[config.mk]
export PLATFORM = sky130hd
export DESIGN_NAME = uart_rx_sink_flat
export DESIGN_NICKNAME = d
export VERILOG_FILES = /design/src/rtl/uart_rx_sink_if.sv /design/src/rtl/uart_rx_sink.sv /design/src/flat_wrapper.sv
export SDC_FILE = /design/constraint.sdc
export NUM_CORES = 1
export LEC_CHECK = 0
export CELL_PAD_IN_SITES_DETAIL_PLACEMENT = 0
export CELL_PAD_IN_SITES_GLOBAL_PLACEMENT = 1
export CORE_MARGIN = 1
export CORE_UTILIZATION = 51
export CTS_CLUSTER_SIZE = 16
export DETAILED_ROUTE_END_ITERATION = 16
export PLACE_DENSITY_LB_ADDON = 0.3
export REMOVE_ABC_BUFFERS = 1
export SYNTH_ARGS = -nofsm -noshare
export SYNTH_HDL_FRONTEND = slang
export SYNTH_SLANG_ARGS = --single-unit
[constraint.sdc]
create_clock -name clk_i -period 3.47 [get_ports clk_i]
set_clock_uncertainty 0.05 [all_clocks]
set_input_delay 0.694 -clock clk_i [delete_from_list [all_inputs] [get_ports clk_i]]
set_output_delay 0.694 -clock clk_i [all_outputs]
set_load 0.05 [all_outputs]
[src/rtl/uart_rx_sink_if.sv]
// Byte hand-off bus between the UART receiver FIFO and its consumer.
interface uart_rx_sink_if #(
  parameter int FIFO_DEPTH = 8
);
  localparam int CW = $clog2(FIFO_DEPTH) + 1;

  logic [7:0]    data_o;   // FIFO head byte, meaningful only while valid_o
  logic          valid_o;  // FIFO not empty
  logic          ready_i;  // consumer accepts the head this cycle
  logic [CW-1:0] count_o;  // bytes currently buffered

  // Receiver side drives the byte stream.
  modport master (
    output data_o,
    output valid_o,
    output count_o,
    input  ready_i
  );

  // Consumer side accepts bytes.
  modport slave (
    input  data_o,
    input  valid_o,
    input  count_o,
    output ready_i
  );
endinterface

[src/rtl/uart_rx_sink.sv]
// 8N1 UART receiver feeding a first-word-fall-through byte FIFO.
// Framing errors and FIFO overruns are reported as one-cycle pulses.
module uart_rx_sink #(
  parameter int CLKS_PER_BIT = 434,
  parameter int FIFO_DEPTH   = 8
) (
  input  logic             clk_i,
  input  logic             reset_ni,
  input  logic             rx_i,
  uart_rx_sink_if.master   sink_if,
  output logic             frame_err_o,
  output logic             overrun_o
);

  localparam int TW = $clog2(CLKS_PER_BIT);
  localparam int AW = $clog2(FIFO_DEPTH);
  localparam int CW = AW + 1;

  localparam logic [TW-1:0] TICK_HALF = TW'(CLKS_PER_BIT / 2 - 1);
  localparam logic [TW-1:0] TICK_FULL = TW'(CLKS_PER_BIT - 1);
  localparam logic [CW-1:0] FULL_CNT  = CW'(FIFO_DEPTH);

  typedef enum logic [2:0] {
    S_IDLE,
    S_START,
    S_DATA,
    S_STOP,
    S_BREAK
  } state_t;

  state_t        state_q, state_d;

  logic          rx_meta_q;
  logic          rx_s_q;

  logic [TW-1:0] timer_q;
  logic [2:0]    bit_idx_q;
  logic [7:0]    shift_q;

  logic          tick_half;
  logic          tick_full;
  logic          timer_clr;
  logic          shift_en;
  logic          push_set;
  logic          ferr_set;

  logic          push_q;
  logic          frame_err_q;
  logic          overrun_q;

  logic [7:0]    mem_q [FIFO_DEPTH];
  logic [AW-1:0] wr_ptr_q;
  logic [AW-1:0] rd_ptr_q;
  logic [CW-1:0] count_q, count_d;

  logic          fifo_full;
  logic          fifo_valid;
  logic          pop;
  logic          push_ok;

  assign tick_half = (timer_q == TICK_HALF);
  assign tick_full = (timer_q == TICK_FULL);

  // Two-flop synchronizer for the asynchronous serial line, idle-high.
  always_ff @(posedge clk_i or negedge reset_ni) begin
    if (!reset_ni) begin
      rx_meta_q <= 1'b1;
      rx_s_q    <= 1'b1;
    end else begin
      rx_meta_q <= rx_i;
      rx_s_q    <= rx_meta_q;
    end
  end

  // Receiver state register.
  always_ff @(posedge clk_i or negedge reset_ni) begin
    if (!reset_ni) begin
      state_q <= S_IDLE;
    end else begin
      state_q <= state_d;
    end
  end

  // Receiver next-state logic: start detect, mid-bit sampling, break wait.
  always_comb begin
    state_d = state_q;
    unique case (state_q)
      S_IDLE:  if (!rx_s_q) state_d = S_START;
      S_START: if (tick_half) state_d = rx_s_q ? S_IDLE : S_DATA;
      S_DATA:  if (tick_full && (bit_idx_q == 3'd7)) state_d = S_STOP;
      S_STOP:  if (tick_full) state_d = rx_s_q ? S_IDLE : S_BREAK;
      S_BREAK: if (rx_s_q) state_d = S_IDLE;
      default: state_d = S_IDLE;
    endcase
  end

  // Receiver output strobes driving the bit timer, shifter and pulses.
  always_comb begin
    timer_clr = 1'b0;
    shift_en  = 1'b0;
    push_set  = 1'b0;
    ferr_set  = 1'b0;
    unique case (state_q)
      S_IDLE:  timer_clr = 1'b1;
      S_START: timer_clr = tick_half;
      S_DATA: begin
        timer_clr = tick_full;
        shift_en  = tick_full;
      end
      S_STOP: begin
        timer_clr = tick_full;
        push_set  = tick_full & rx_s_q;
        ferr_set  = tick_full & ~rx_s_q;
      end
      S_BREAK: timer_clr = 1'b1;
      default: timer_clr = 1'b1;
    endcase
  end

  // Bit timer, bit index and LSB-first shift register.
  always_ff @(posedge clk_i or negedge reset_ni) begin
    if (!reset_ni) begin
      timer_q   <= '0;
      bit_idx_q <= '0;
      shift_q   <= '0;
    end else begin
      if (timer_clr) begin
        timer_q <= '0;
      end else begin
        timer_q <= timer_q + 1'b1;
      end
      if (state_q != S_DATA) begin
        bit_idx_q <= '0;
      end else if (shift_en) begin
        bit_idx_q <= bit_idx_q + 1'b1;
      end
      if (shift_en) begin
        shift_q <= {rx_s_q, shift_q[7:1]};
      end
    end
  end

  // Stop-sample results are registered; the push lands one cycle later and
  // takes the byte straight from the shifter, which is idle until the next
  // frame's first data bit.
  always_ff @(posedge clk_i or negedge reset_ni) begin
    if (!reset_ni) begin
      push_q      <= 1'b0;
      frame_err_q <= 1'b0;
    end else begin
      push_q      <= push_set;
      frame_err_q <= ferr_set;
    end
  end

  assign fifo_full  = (count_q == FULL_CNT);
  assign fifo_valid = (count_q != '0);
  assign pop        = fifo_valid & sink_if.ready_i;
  assign push_ok    = push_q & (~fifo_full | pop);

  // FIFO occupancy update for every push/pop combination.
  always_comb begin
    count_d = count_q;
    unique case ({push_ok, pop})
      2'b10:   count_d = count_q + 1'b1;
      2'b01:   count_d = count_q - 1'b1;
      default: count_d = count_q;
    endcase
  end

  // FIFO storage, pointers, occupancy and overrun pulse.
  always_ff @(posedge clk_i or negedge reset_ni) begin
    if (!reset_ni) begin
      for (int unsigned i = 0; i < FIFO_DEPTH; i++) begin
        mem_q[i] <= '0;
      end
      wr_ptr_q  <= '0;
      rd_ptr_q  <= '0;
      count_q   <= '0;
      overrun_q <= 1'b0;
    end else begin
      if (push_ok) begin
        mem_q[wr_ptr_q] <= shift_q;
        wr_ptr_q        <= wr_ptr_q + 1'b1;
      end
      if (pop) begin
        rd_ptr_q <= rd_ptr_q + 1'b1;
      end
      count_q   <= count_d;
      overrun_q <= push_q & fifo_full & ~pop;
    end
  end

  assign sink_if.data_o  = mem_q[rd_ptr_q];
  assign sink_if.valid_o = fifo_valid;
  assign sink_if.count_o = count_q;
  assign frame_err_o     = frame_err_q;
  assign overrun_o       = overrun_q;

endmodule

[src/flat_wrapper.sv]
// flat-port wrapper written by rule: the top's interface ports become plain ports
module uart_rx_sink_flat 
#(
  parameter int CLKS_PER_BIT = 434,
  parameter int FIFO_DEPTH   = 8
)
  (clk_i, reset_ni, rx_i, frame_err_o, overrun_o, sink_if_data_o, sink_if_valid_o, sink_if_count_o, sink_if_ready_i);
  uart_rx_sink_if #(.FIFO_DEPTH(FIFO_DEPTH)) sink_if_i ();
  input  logic clk_i;
  input  logic reset_ni;
  input  logic rx_i;
  output logic frame_err_o;
  output logic overrun_o;
  output wire logic [$bits(sink_if_i.data_o)-1:0] sink_if_data_o;
  output wire logic [$bits(sink_if_i.valid_o)-1:0] sink_if_valid_o;
  output wire logic [$bits(sink_if_i.count_o)-1:0] sink_if_count_o;
  input wire logic [$bits(sink_if_i.ready_i)-1:0] sink_if_ready_i;
  assign sink_if_data_o = sink_if_i.data_o;
  assign sink_if_valid_o = sink_if_i.valid_o;
  assign sink_if_count_o = sink_if_i.count_o;
  assign sink_if_i.ready_i = sink_if_ready_i;
  uart_rx_sink #(.CLKS_PER_BIT(CLKS_PER_BIT), .FIFO_DEPTH(FIFO_DEPTH)) u_core (.clk_i(clk_i), .reset_ni(reset_ni), .rx_i(rx_i), .sink_if(sink_if_i), .frame_err_o(frame_err_o), .overrun_o(overrun_o));
endmodule
==> impl_metrics.yaml, run 1 <==
clock_network:
  holdBufCountCts: 0
  postCtsSetupBuffers: 0
  clkTransAtPathRegs_ns: 0.09
  clockBufferDepth: 2
  insertion_delay_ns: 0.36
  cts_resized: 0
  cts_max_level: 3
  cts_root_buf: "clkbuf_8"
  cts_tree: "yes"
  cts_buffers: 9
  clock_sinks: 102
critical_path:
  cp.arrival_ns: 2.14
  critPathMaxFanout: 18
  cp_num_cells: 3
  path_cells: "mux4_2 -> mux2_2 -> buf_4"
  crit_family: "flip-flops"
  crit_slowest_cell: "dfrtp_1"
  reg2reg_depth: 9
  end_kind: "output pin"
  worst_setup_path_start_kind: "register"
  critPathKind: "reg2out"
  critical-path-max-stage-delay_ns: 0.90
  critPathBufInv: 1
  worstPathRequired_ns: 2.73
global_route:
  grt_pass1_wl_um: 14090
  top_usage_layer: "met2"
  gr-usage-met3_pct: 5.154
  track_usage_pct: 19.36
  grt_max_degree: 103
  antenna_found_initial: 0
  met2_usage_pct: 31.96
  overflow: 0
  grt_pass1_vias: 2754
  met1_usage_pct: 25.42
pwr:
  intPower_w: 0.001602
  powerDensity_nw_per_um2: 393.9
  ir_drop_mv: 0.3670
  p_seq_share_pct: 58.6
  switching_share_pct: 21.08
  p_comb_share_pct: 1.4
  switchingPower_w: 0.0004281
  leakage_nw: 2.464
  clkPwrFrac_pct: 40.0
die:
  initial_core_util_pct: 53.22
  io_pins: 19
  die_width_um: 98.10
  die_area_sq_um: 9623
  std_cell_rows: 34
  die_y_um: 98.10
  core_sq_um: 8848
place:
  port_buffers: 18
  dp_hpwl_um: 5172
  place.gp.congestion: 0.7307
  dp.cells: 437
  place_ws_ns: 0.3840
logic_synthesis:
  synth_area_per_cell_sq_um: 14.31
  ys_seq_area_share_pct: 54.25
  yosys.cell_types.count: 39
  ys_async_sr_fraction_pct: 100.0
  synth-edff-count: 0
  syn_area_sq_um: 4710
  ys_ff_latch: 102
  ys_warn_count: 0
  netlist_instances: 329
  synth-main-ff-cell: "dfrtp_1"
finish:
  mostFrequentLayoutCell: "dfrtp_1"
  drive_above_1_share_pct: 37.79
  fillers: 733
  antenna_cells: 0
  final_cell_mix: "100 x dfrtp_1, 75 x mux2_2, 21 x nor2_1"
  area_growth_pct: 9.458
  final_nets: 354
  finalNonFillerCells: 452
route:
  vias: 2585
  wirelength_um: 8174
  ant_nets: 0
  dr.pass1.iters: 10
  drt-initial-drc-count: 87
  post_drt_wl_per_cell_um: 18.08
  drc_errors: 0
  routed_via_density: 5.719
sta:
  finalCritPeriodShare_pct: 83.14
  slew_viol_final: 0
  rsz0062_at_grt: "no"
  setup-violations-final: 0
  fin_setup_tns_ns: 0
  setup_ws_ns: 0.5849
  finalHoldViolCount: 0
  timing.slew.headroom_pct: 44.38
  fmax_mhz: 346.6
  tightest_slew_ns: 0.8343
  min_period_ns: 2.885
run:
  maxCapViolations: 0
worst_hold_path:
  hold_path_class: "reg2reg"
  hold_depth: 0
run_status:
  outcome: "complete, no violations"
## registers in the layout (all words and copies together) (netlist names)
signal                  cells
u_core.frame_err_o          1
u_core.push_q               1
u_core.rd_ptr_q             3
u_core.bit_idx_q            3
u_core.state_q              3
u_core.mem_q               64
u_core.rx_meta_q            1
u_core.shift_q              8
u_core.sink_if.count_o      4
u_core.wr_ptr_q             3
u_core.timer_q              9
u_core.rx_s_q               1
u_core.overrun_o            1
## synth_stat cells, drive strengths merged (2+ instances only)
| library cell | n | area, sq um |
|---|---|---|
| a21oi | 3 | 15.01 |
| buf | 15 | 76.32 |
| clkbuf | 6 | 22.52 |
| dfrtp | 100 | 2502 |
| dfstp | 2 | 52.55 |
| ha | 10 | 125.1 |
| inv | 8 | 32.54 |
| mux2 | 83 | 964.7 |
| mux2i | 3 | 30.03 |
| mux4 | 16 | 360.4 |
| nand2 | 7 | 26.28 |
| nand3 | 5 | 25.02 |
| nand3b | 2 | 15.01 |
| nand4b | 6 | 52.55 |
| nor2 | 21 | 78.83 |
| nor3 | 4 | 20.02 |
| nor4bb | 2 | 20.02 |
| o21ai | 2 | 10.01 |
| or3 | 3 | 18.77 |
| or4b | 2 | 20.02 |
| xnor2 | 10 | 87.58 |
| xor2 | 7 | 61.31 |
## area by class of cell
type / count / area [sq um] / area share, %
clock buffers: 9 / 123.9 / 2.403
clock inverters: 6 / 92.59 / 1.796
inverters: 8 / 32.53 / 0.6311
multi-input cells: 198 / 2023 / 39.25
flip-flops and latches: 102 / 2555 / 49.56
well taps: 108 / 135.1 / 2.621
repair buffers: 21 / 192.7 / 3.738
## power groups by stage
stage	Clock (W)	Sequential (W)	Combinational [W]
floorplan	0	0.00121	0.000000640
global route	0.000895	0.00119	0.0000345
finish	0.000811	0.00119	0.0000287
CTS	0.000846	0.00119	0.0000305
detailed placement	0	0.00121	0.0000304
global placement	0	0.00121	0.0000301
## per-layer routing
layer / routed length, um / part of all wire, %
met5: 0 / 0
met4: 82 / 1.0
met3: 231 / 2.8
met2: 4111 / 50
met1: 3749 / 46
## path summary, 6_finish.rpt
path | startpoint | end | slack [ns]
min in group asynchronous | reset_ni | u_core.mem_q[56]$_DFFE_PN0P_ | 0.33
max in group asynchronous | reset_ni | u_core.rx_s_q$_DFF_PN1_ | 2.64
max reg2reg | u_core.sink_if.count_o[2]$_DFFE_PN0P_ | u_core.sink_if.count_o[2]$_DFFE_PN0P_ | 0.87
min reg2reg | u_core.rx_meta_q$_DFF_PN1_ | u_core.rx_s_q$_DFF_PN1_ | 0.31
max | u_core.rd_ptr_q[1]$_DFFE_PN0P_ | sink_if_data_o[7] | 0.58
min | u_core.rx_meta_q$_DFF_PN1_ | u_core.rx_s_q$_DFF_PN1_ | 0.31
## through the flow
step	cell area (sq um)	hold WS (ns)	utilization, %	total power, W
floorplan	4611	0.2952	-	0.001215
global placement	4938	0.2960	55.81	0.001244
detailed placement	4938	0.3007	55.81	0.001244
CTS	5155	0.3157	58.26	0.002067
global route	5155	0.3211	58.26	0.002120
finish	5155	0.3145	58.26	0.002031
## cells by family after synthesis
family,share of synthesized area (%)
XOR/XNOR,3.161
AND/OR/NAND/NOR,6.669
AO/OA/AOI/OAI,1.701
adder cells (fa/ha/maj),2.657
buffers and inverters,2.790
multiplexers,28.77
flip-flops,54.25
(Power assumes the default switching activity.)
==> inputs of run 2 (changes only) <==
--- a/config.mk
+++ b/config.mk
@@ -8,7 +8,7 @@
 export CELL_PAD_IN_SITES_DETAIL_PLACEMENT = 0
 export CELL_PAD_IN_SITES_GLOBAL_PLACEMENT = 1
 export CORE_MARGIN = 1
-export CORE_UTILIZATION = 51
+export CORE_UTILIZATION = 46
 export CTS_CLUSTER_SIZE = 16
 export DETAILED_ROUTE_END_ITERATION = 16
 export PLACE_DENSITY_LB_ADDON = 0.3
==> constraint.sdc (replaced) <==
create_clock -name clk_i -period 2.5 [get_ports clk_i]
set_clock_uncertainty 0.05 [all_clocks]
set_input_delay 0.5 -clock clk_i [delete_from_list [all_inputs] [get_ports clk_i]]
set_output_delay 0.5 -clock clk_i [all_outputs]
set_load 0.05 [all_outputs]
==> impl_metrics.yaml, run 2 (synthesis gave the netlist of run 1 again) <==
sta:
  timing.slew.headroom_pct: 60.87
  rsz0062_at_grt: "yes"
  slew_viol_final: 0
  finalCritPeriodShare_pct: 98.76
  setup-violations-final: 0
  finalHoldViolCount: 0
  min_period_ns: 2.469
  tightest_slew_ns: 0.5870
  fmax_mhz: 405.0
finish:
  largest_reg_flops: 64
  fillers: 793
  drive_above_1_share_pct: 41.92
  final_cell_mix: "100 x dfrtp_1, 73 x mux2_2, 21 x nor2_1"
  mostFrequentLayoutCell: "dfrtp_1"
  stdcell_area_sq_um: 5419
  area_growth_pct: 15.06
  finalNonFillerCells: 498
  top_regs: "u_core.mem_q x64, u_core.timer_q x9, u_core.shift_q x8"
  final_nets: 374
  finish.utilization_pct: 54.93
  antenna_cells: 0
  regMostFlops: "u_core.mem_q"
route:
  ant_nets: 0
  post_drt_wl_per_cell_um: 16.96
  drt-initial-drc-count: 115
  vias: 2651
  wirelength_um: 8447
  routed_via_density: 5.323
  dr.pass1.iters: 4
  drc_errors: 0
pwr:
  switchingPower_w: 0.0005811
  intPower_w: 0.002051
  leakage_nw: 2.590
  ir_drop_mv: 0.3164
  clkPwrFrac_pct: 35.6
  p_seq_share_pct: 62.8
  switching_share_pct: 22.08
  total_power_w: 0.002632
  powerDensity_nw_per_um2: 485.8
  p_comb_share_pct: 1.7
critical_path:
  critical-path-max-stage-delay_ns: 0.52
  critPathMaxFanout: 8
  worst_setup_path_start_kind: "register"
  end_kind: "output pin"
  path_cells: "buf_6 -> mux4_2 -> mux2_4 -> buf_8"
  reg2reg_depth: 9
  r2r_end: "u_core.sink_if.count_o[2]$_DFFE_PN0P_"
  worstReg2RegStart: "u_core.sink_if.count_o[2]$_DFFE_PN0P_"
  cp.arrival_ns: 1.92
  crit_end: "sink_if_data_o[6]"
  crit_slowest_cell: "mux4_2"
  rrSetupSlack_ns: 0.15
  cp-startpoint: "u_core.rd_ptr_q[0]$_DFFE_PN0P_"
  critPathKind: "reg2out"
  worstPathRequired_ns: 1.95
worst_hold_path:
  hold_path_class: "in2async"
clock_network:
  cts_buffers: 9
  cts_tree: "yes"
  cts_max_level: 3
  clockBufferDepth: 2
  insertion_delay_ns: 0.37
  clock_sinks: 102
  cts_root_buf: "clkbuf_8"
  clkTransAtPathRegs_ns: 0.09
global_route:
  grt_max_degree: 44
  met1_usage_pct: 22.46
  grt_pass1_wl_um: 13870
  grt_pass1_vias: 2750
  met2_usage_pct: 31.38
  top_usage_layer: "met2"
  track_usage_pct: 18.18
  gr-usage-met3_pct: 3.629
  overflow: 0
  antenna_found_initial: 0
die:
  core_sq_um: 9864
  io_pins: 19
  die_width_um: 103.2
  std_cell_rows: 36
  initial_core_util_pct: 47.74
  die_area_sq_um: 10650
  die_y_um: 103.2
run:
  maxCapViolations: 0
place:
  port_buffers: 18
  placed_cell_area_sq_um: 5162
  dp.cells: 481
  place.gp.congestion: 0.7904
  dp_hpwl_um: 5490
run_status:
  outcome: "complete, no violations"
==> run 2: worst max-delay path, delay by kind of cell (launching register included) <==
kind	cells	cell delay, ns
mux	2	0.81
flops	1	0.42
buf+inv	2	0.33
==> run 2: metal layers <==
metal | wire [um] | vias to the layer above
met2 | 4418 | 22
met1 | 3755 | 1374
met3 | 138 | 8
met5 | 0 | -
met4 | 134 | 0
li1 | - | 1247
==> run 2: worst min path at each step <==
stage | endpoint | depth (start not counted) | startpoint
CTS | u_core.mem_q[56]$_DFFE_PN0P_ | 1 | reset_ni
finish | u_core.mem_q[40]$_DFFE_PN0P_ | 1 | reset_ni
global route | u_core.mem_q[56]$_DFFE_PN0P_ | 1 | reset_ni
detailed placement | u_core.rx_s_q$_DFF_PN1_ | 0 | u_core.rx_meta_q$_DFF_PN1_
global placement | u_core.rx_s_q$_DFF_PN1_ | 0 | u_core.rx_meta_q$_DFF_PN1_
floorplan | u_core.bit_idx_q[0]$_DFFE_PN0P_ | 0 | reset_ni
==> run 2: power by group through the flow <==
stage                     clock [W]  sequential, W  combinational (W)
after detailed placement          0        0.00169          0.0000467
after global placement            0        0.00168          0.0000459
after floorplan                   0        0.00169        0.000000888
after CTS                  0.000983        0.00165          0.0000469
after global routing        0.00104        0.00165          0.0000517
final                      0.000937        0.00165          0.0000435
==> run 2: layout make-up <==
class                      instances  area (sq um)  area share, %
tap                              133         166.4          3.071
clock inverter                     5         35.03         0.6465
sequential                       102          2555          47.15
multi-input combinational        198          2043          37.70
inverter                           8         32.53         0.6003
clock buffer                      11         141.4          2.609
timing repair buffer              41         445.4          8.220
==> run 2: what timing repair did <==
action                     4_1_cts  5_1_grt
setup buffers                    0        1
cloned                           0        0
hold buffers                     0        0
resized for setup                2       18
setup endpoints to repair        6        9
pin swaps                        0        3
==> run 2: through the flow <==
stage / setup TNS (ns) / setup WS (ns) / hold slack, ns
global placement: -0.02251 / -0.02251 / 0.2959
global route: -0.2133 / -0.03890 / 0.1023
CTS: -0.04095 / -0.01879 / 0.08184
finish: 0 / 0.03093 / 0.06842
floorplan: -1.213 / -0.5377 / 0.1544
detailed placement: -0.1196 / -0.06258 / 0.3004
==> variant 1: new RTL, flow settings as in run 1 <==
Encoding of `state_t`: now one-hot (5 bits for 5 states).
--- a/src/rtl/uart_rx_sink.sv
+++ b/src/rtl/uart_rx_sink.sv
@@ -20,12 +20,12 @@
   localparam logic [TW-1:0] TICK_FULL = TW'(CLKS_PER_BIT - 1);
   localparam logic [CW-1:0] FULL_CNT  = CW'(FIFO_DEPTH);
 
-  typedef enum logic [2:0] {
-    S_IDLE,
-    S_START,
-    S_DATA,
-    S_STOP,
-    S_BREAK
+  typedef enum logic [4:0] {
+    S_IDLE  = 5'b00001,
+    S_START = 5'b00010,
+    S_DATA  = 5'b00100,
+    S_STOP  = 5'b01000,
+    S_BREAK = 5'b10000
   } state_t;
 
   state_t        state_q, state_d;
Check against the original RTL: no difference found for any inputs over 10 cycles, from zero or initial values and one cycle with reset_ni low; not proved beyond that.
==> variant 1 against run 1 <==
Cell area grew 4.5%. Critical endpoint unchanged. Sequential cell count grew 2. Setup slack lost 0.13 ns. Count of clock-buffer cells in the layout is the same. Non-clock buffer count grew 5. Synthesized area grew 3.3%. Routed wire length grew 7.5%. Largest cell class unchanged. Die area grew 3.3%.
Power is not compared: it rests on default switching activity, and its combinational part moved more than twofold at a synthesized area within 25%.
==> variant 1: results (changes against run 1) <==
- Nets: 379 (+7.1%)
- Adder-cell share of the synthesized area: 0.02571 (-0.0008605)
- Routed wire length: 8785 µm (+7.5%)
- Top cells by count, synth: dfrtp_1, mux2_2, nor2_1
- GPL Wtd Cong: 0.7777 (+6.4%)
- First-pass GRT wire length: 14,780 µm (+4.9%)
- Crit-path max FO: 12 (-6)
- Status: finished clean
- Vias in the first global route: 2,872 (+4.3%)
- Non-clock buffers: 26 (+24%)
- DR vias: 2,772 (+7.2%)
- Non-clk invs: 7 (-1)
- Slowest stage delay, CP: 0.68 ns (-0.22 ns)
- Grt met1 use: 0.2634 (+0.009161)
- Worst rel slew slack: 0.5415 (+0.09772)
- Reg area: 2606 µm² (+2.0%)
- Flops & latches, synth: 104 (+2.0%)
- Clock network area share: 0.03299 (-0.008998)
- Routing usage on met2: 0.3337 (+0.01408)
- Final non-clock buffer share: 0.04507 (+0.007696)
- Mux share of post-synthesis cell area: 0.2699 (-0.01780)
- Final HPWL DP: 5794 µm (+12%)
- Hold Path Class: primary input to asynchronous set/reset pin
- Synth Area in XOR/XNOR: 0.03239 (+0.0007754)
- Crit path max-delay family: multiplexers
- Arrival @ worst endpoint: 2.28 ns (+0.14 ns)
- Compound-gate portion of the synthesized area: 0.02545 (+0.008447)
- Multi-input logic cell count: 217 (+9.6%)
- Worst R2R Path Depth: 11 (+2)
- Seq/Total Area, Yosys: 0.5355 (-0.007032)
- CP Launch Point: u_core.rd_ptr_q[0]
- Total Routing Usage GR: 0.1994 (+0.005852)
- Flop2flop setup slack: 0.86 ns
- Netlist cell types: 43 (+10%)
- Multi-input gate area: 2171 µm² (+7.3%)
variant 1: through the flow:
step | instance area [µm²] | instances | hold WS (ns) | setup slack [ns] | power [µW]
after floorplan | 4803 | 328 | 0.2952 | 0.4039 | 1472
after global placement | 5207 | 483 | 0.2967 | 0.4769 | 1550
after detailed placement | 5207 | 483 | 0.2987 | 0.4362 | 1554
after CTS | 5385 | 498 | 0.2828 | 0.3825 | 2250
after global routing | 5385 | 498 | 0.3027 | 0.3179 | 2336
final | 5385 | 498 | 0.2591 | 0.4499 | 2223
variant 1: routing by layer:
metal  part of all wire  routed length (µm)  up-vias
met5                  0                   0        -
met1               0.46                4057     1439
met2               0.50                4428       34
li1                   -                   -     1288
met4              0.013                 113        0
met3              0.021                 185       11
variant 1: cells by family (layout without fill, tap and decap cells):
kind of cell | after synthesis | in the layout
buf+inv | 23 | 48
mux | 101 | 101
fa+ha+maj | 10 | 10
simple gates | 72 | 72
xor+xnor | 18 | 18
flops | 104 | 104
compound gates | 16 | 16
==> variant 2: new RTL, settings of run 1 <==
Made on the original files. `FIFO_DEPTH` is set to 8 in 3 places; all go to 16.
--- a/src/rtl/uart_rx_sink_if.sv
+++ b/src/rtl/uart_rx_sink_if.sv
@@ -1,6 +1,6 @@
 // Byte hand-off bus between the UART receiver FIFO and its consumer.
 interface uart_rx_sink_if #(
-  parameter int FIFO_DEPTH = 8
+  parameter int FIFO_DEPTH = 16
 );
   localparam int CW = $clog2(FIFO_DEPTH) + 1;
 
--- a/src/rtl/uart_rx_sink.sv
+++ b/src/rtl/uart_rx_sink.sv
@@ -2,7 +2,7 @@
 // Framing errors and FIFO overruns are reported as one-cycle pulses.
 module uart_rx_sink #(
   parameter int CLKS_PER_BIT = 434,
-  parameter int FIFO_DEPTH   = 8
+  parameter int FIFO_DEPTH   = 16
 ) (
   input  logic             clk_i,
   input  logic             reset_ni,
--- a/src/flat_wrapper.sv
+++ b/src/flat_wrapper.sv
@@ -2,7 +2,7 @@
 module uart_rx_sink_flat 
 #(
   parameter int CLKS_PER_BIT = 434,
-  parameter int FIFO_DEPTH   = 8
+  parameter int FIFO_DEPTH   = 16
 )
   (clk_i, reset_ni, rx_i, frame_err_o, overrun_o, sink_if_data_o, sink_if_valid_o, sink_if_count_o, sink_if_ready_i);
   uart_rx_sink_if #(.FIFO_DEPTH(FIFO_DEPTH)) sink_if_i ();
Ports: changed (resized sink_if_count_o); port bits go from 19 to 20. No check against the original RTL was run, so the function may have changed too.
==> variant 2 against run 1 <==
Non-clock buffer count increased by 12. Cell area increased by 73%. Sequential cell count increased by 67. Routed wire length increased by 94%. Synthesized area increased by 68%. Combinational power increased by 63%. Setup slack got worse by 0.44 ns. Sequential power increased by 66%. Power increased by 92%.
==> variant 2: results (changes against run 1) <==
- Routing usage on met2: 0.3578 (+0.03821)
- Largest regs: u_core.mem_q: 128 flops, u_core.timer_q: 9 flops, u_core.shift_q: 8 flops
- Slowest stage delay, CP: 0.70 ns (-0.20 ns)
- Met3 Resource Use GR: 0.04471 (-0.006832)
- Peak supply drop: 0.3401 mV (-7.3%)
- Largest net degree at the start of global routing: 71 (-31%)
- Reg area: 4233 µm² (+66%)
- Worst R2R Path Depth: 10 (+1)
- PortBufs: 19 (+1)
- Crit path max-delay family: simple AND/OR/NAND/NOR gates
- Routed wire length: 15,880 µm (+94%)
- Clk pin slew, worst setup/hold paths: 0.06 ns (-0.03 ns)
- Initial DRC Count: 316 (+260%)
- Worst Setup EP: sink_if_valid_o
- Vias in the first global route: 4,833 (+75%)
- Total CTS buffers: 17 (+8)
- Final HPWL DP: 10,280 µm (+99%)
- Final core occ: 0.5884 (+0.005773)
- Clock network area share: 0.06641 (+0.02442)
- First-pass GRT wire length: 26,520 µm (+88%)
- Synth top area cells: dfrtp_1, mux2_2, mux4_2, ha_1, a22oi_1
- Number of clock buffers in the layout: 22 (+13)
- Crit-path max FO: 9 (-9)
- CTS sink cnt: 169 (+66%)
- Nets: 582 (+64%)
- GPL Wtd Cong: 0.7775 (+6.4%)
- Multi-input gate area: 3503 µm² (+73%)
- Layout area overhead: 12.80%
- Layout cell share with drive strength beyond 1: 0.4273 (+0.04943)
- Status: finished clean
- Hold_ws: 0.2397 ns (-0.07480 ns)
- Total Routing Usage GR: 0.2205 (+0.02690)
- Top cells by count, synth: dfrtp_1, mux2_2, mux4_2
- Fillers: 1,172 (+60%)
- DR vias: 4,500 (+74%)
- Mapped cell area: 7900 µm² (+68%)
- Grt met1 use: 0.3079 (+0.05367)
- Final non-clock buffer share: 0.03524 (-0.002136)
- Non-clock buffers: 33 (+57%)
- Clk_lat worst skew: 0.42 ns (+0.06 ns)
- Multi-input logic cell count: 335 (+69%)
- Placed Cells: 734 (+68%)
- Cell Area, Placed: 8319 µm² (+68%)
- Wirelength per Cell: 20.73 µm (+15%)
- Hold Path Class: primary input to asynchronous set/reset pin
- P_leak: 0.004178 µW (+70%)
## variant 2: changes by cell type after synthesis, sizes merged, moves of 11 or more
cell and delta:
dfrtp +67, nand2 +11, mux2 +56, a22oi +18, mux4 +16, clkbuf +14
## variant 2: power by group
| part | switching, µW | leakage [µW] | internal (µW) | total (µW) |
|---|---|---|---|---|
| logic | 39.4 | 0.00156 | 7.46 | 46.9 |
| clock network | 763 | 0.000279 | 1120 | 1880 |
| registers | 0.818 | 0.00234 | 1970 | 1970 |
## variant 2: cells by family after synthesis
logic type	share of synthesized area
buf+inv	0.02090
fa+ha+maj	0.02059
mux	0.2957
xor+xnor	0.02217
flops	0.5356
compound gates	0.03120
simple gates	0.07380
## variant 2: metal layers
layer  routed length, µm  vias to the layer above
li1                    -                     2019
met1                7549                     2397
met2                7752                       78
met3                 472                        6
met4                 104                        0
met5                   0                        -
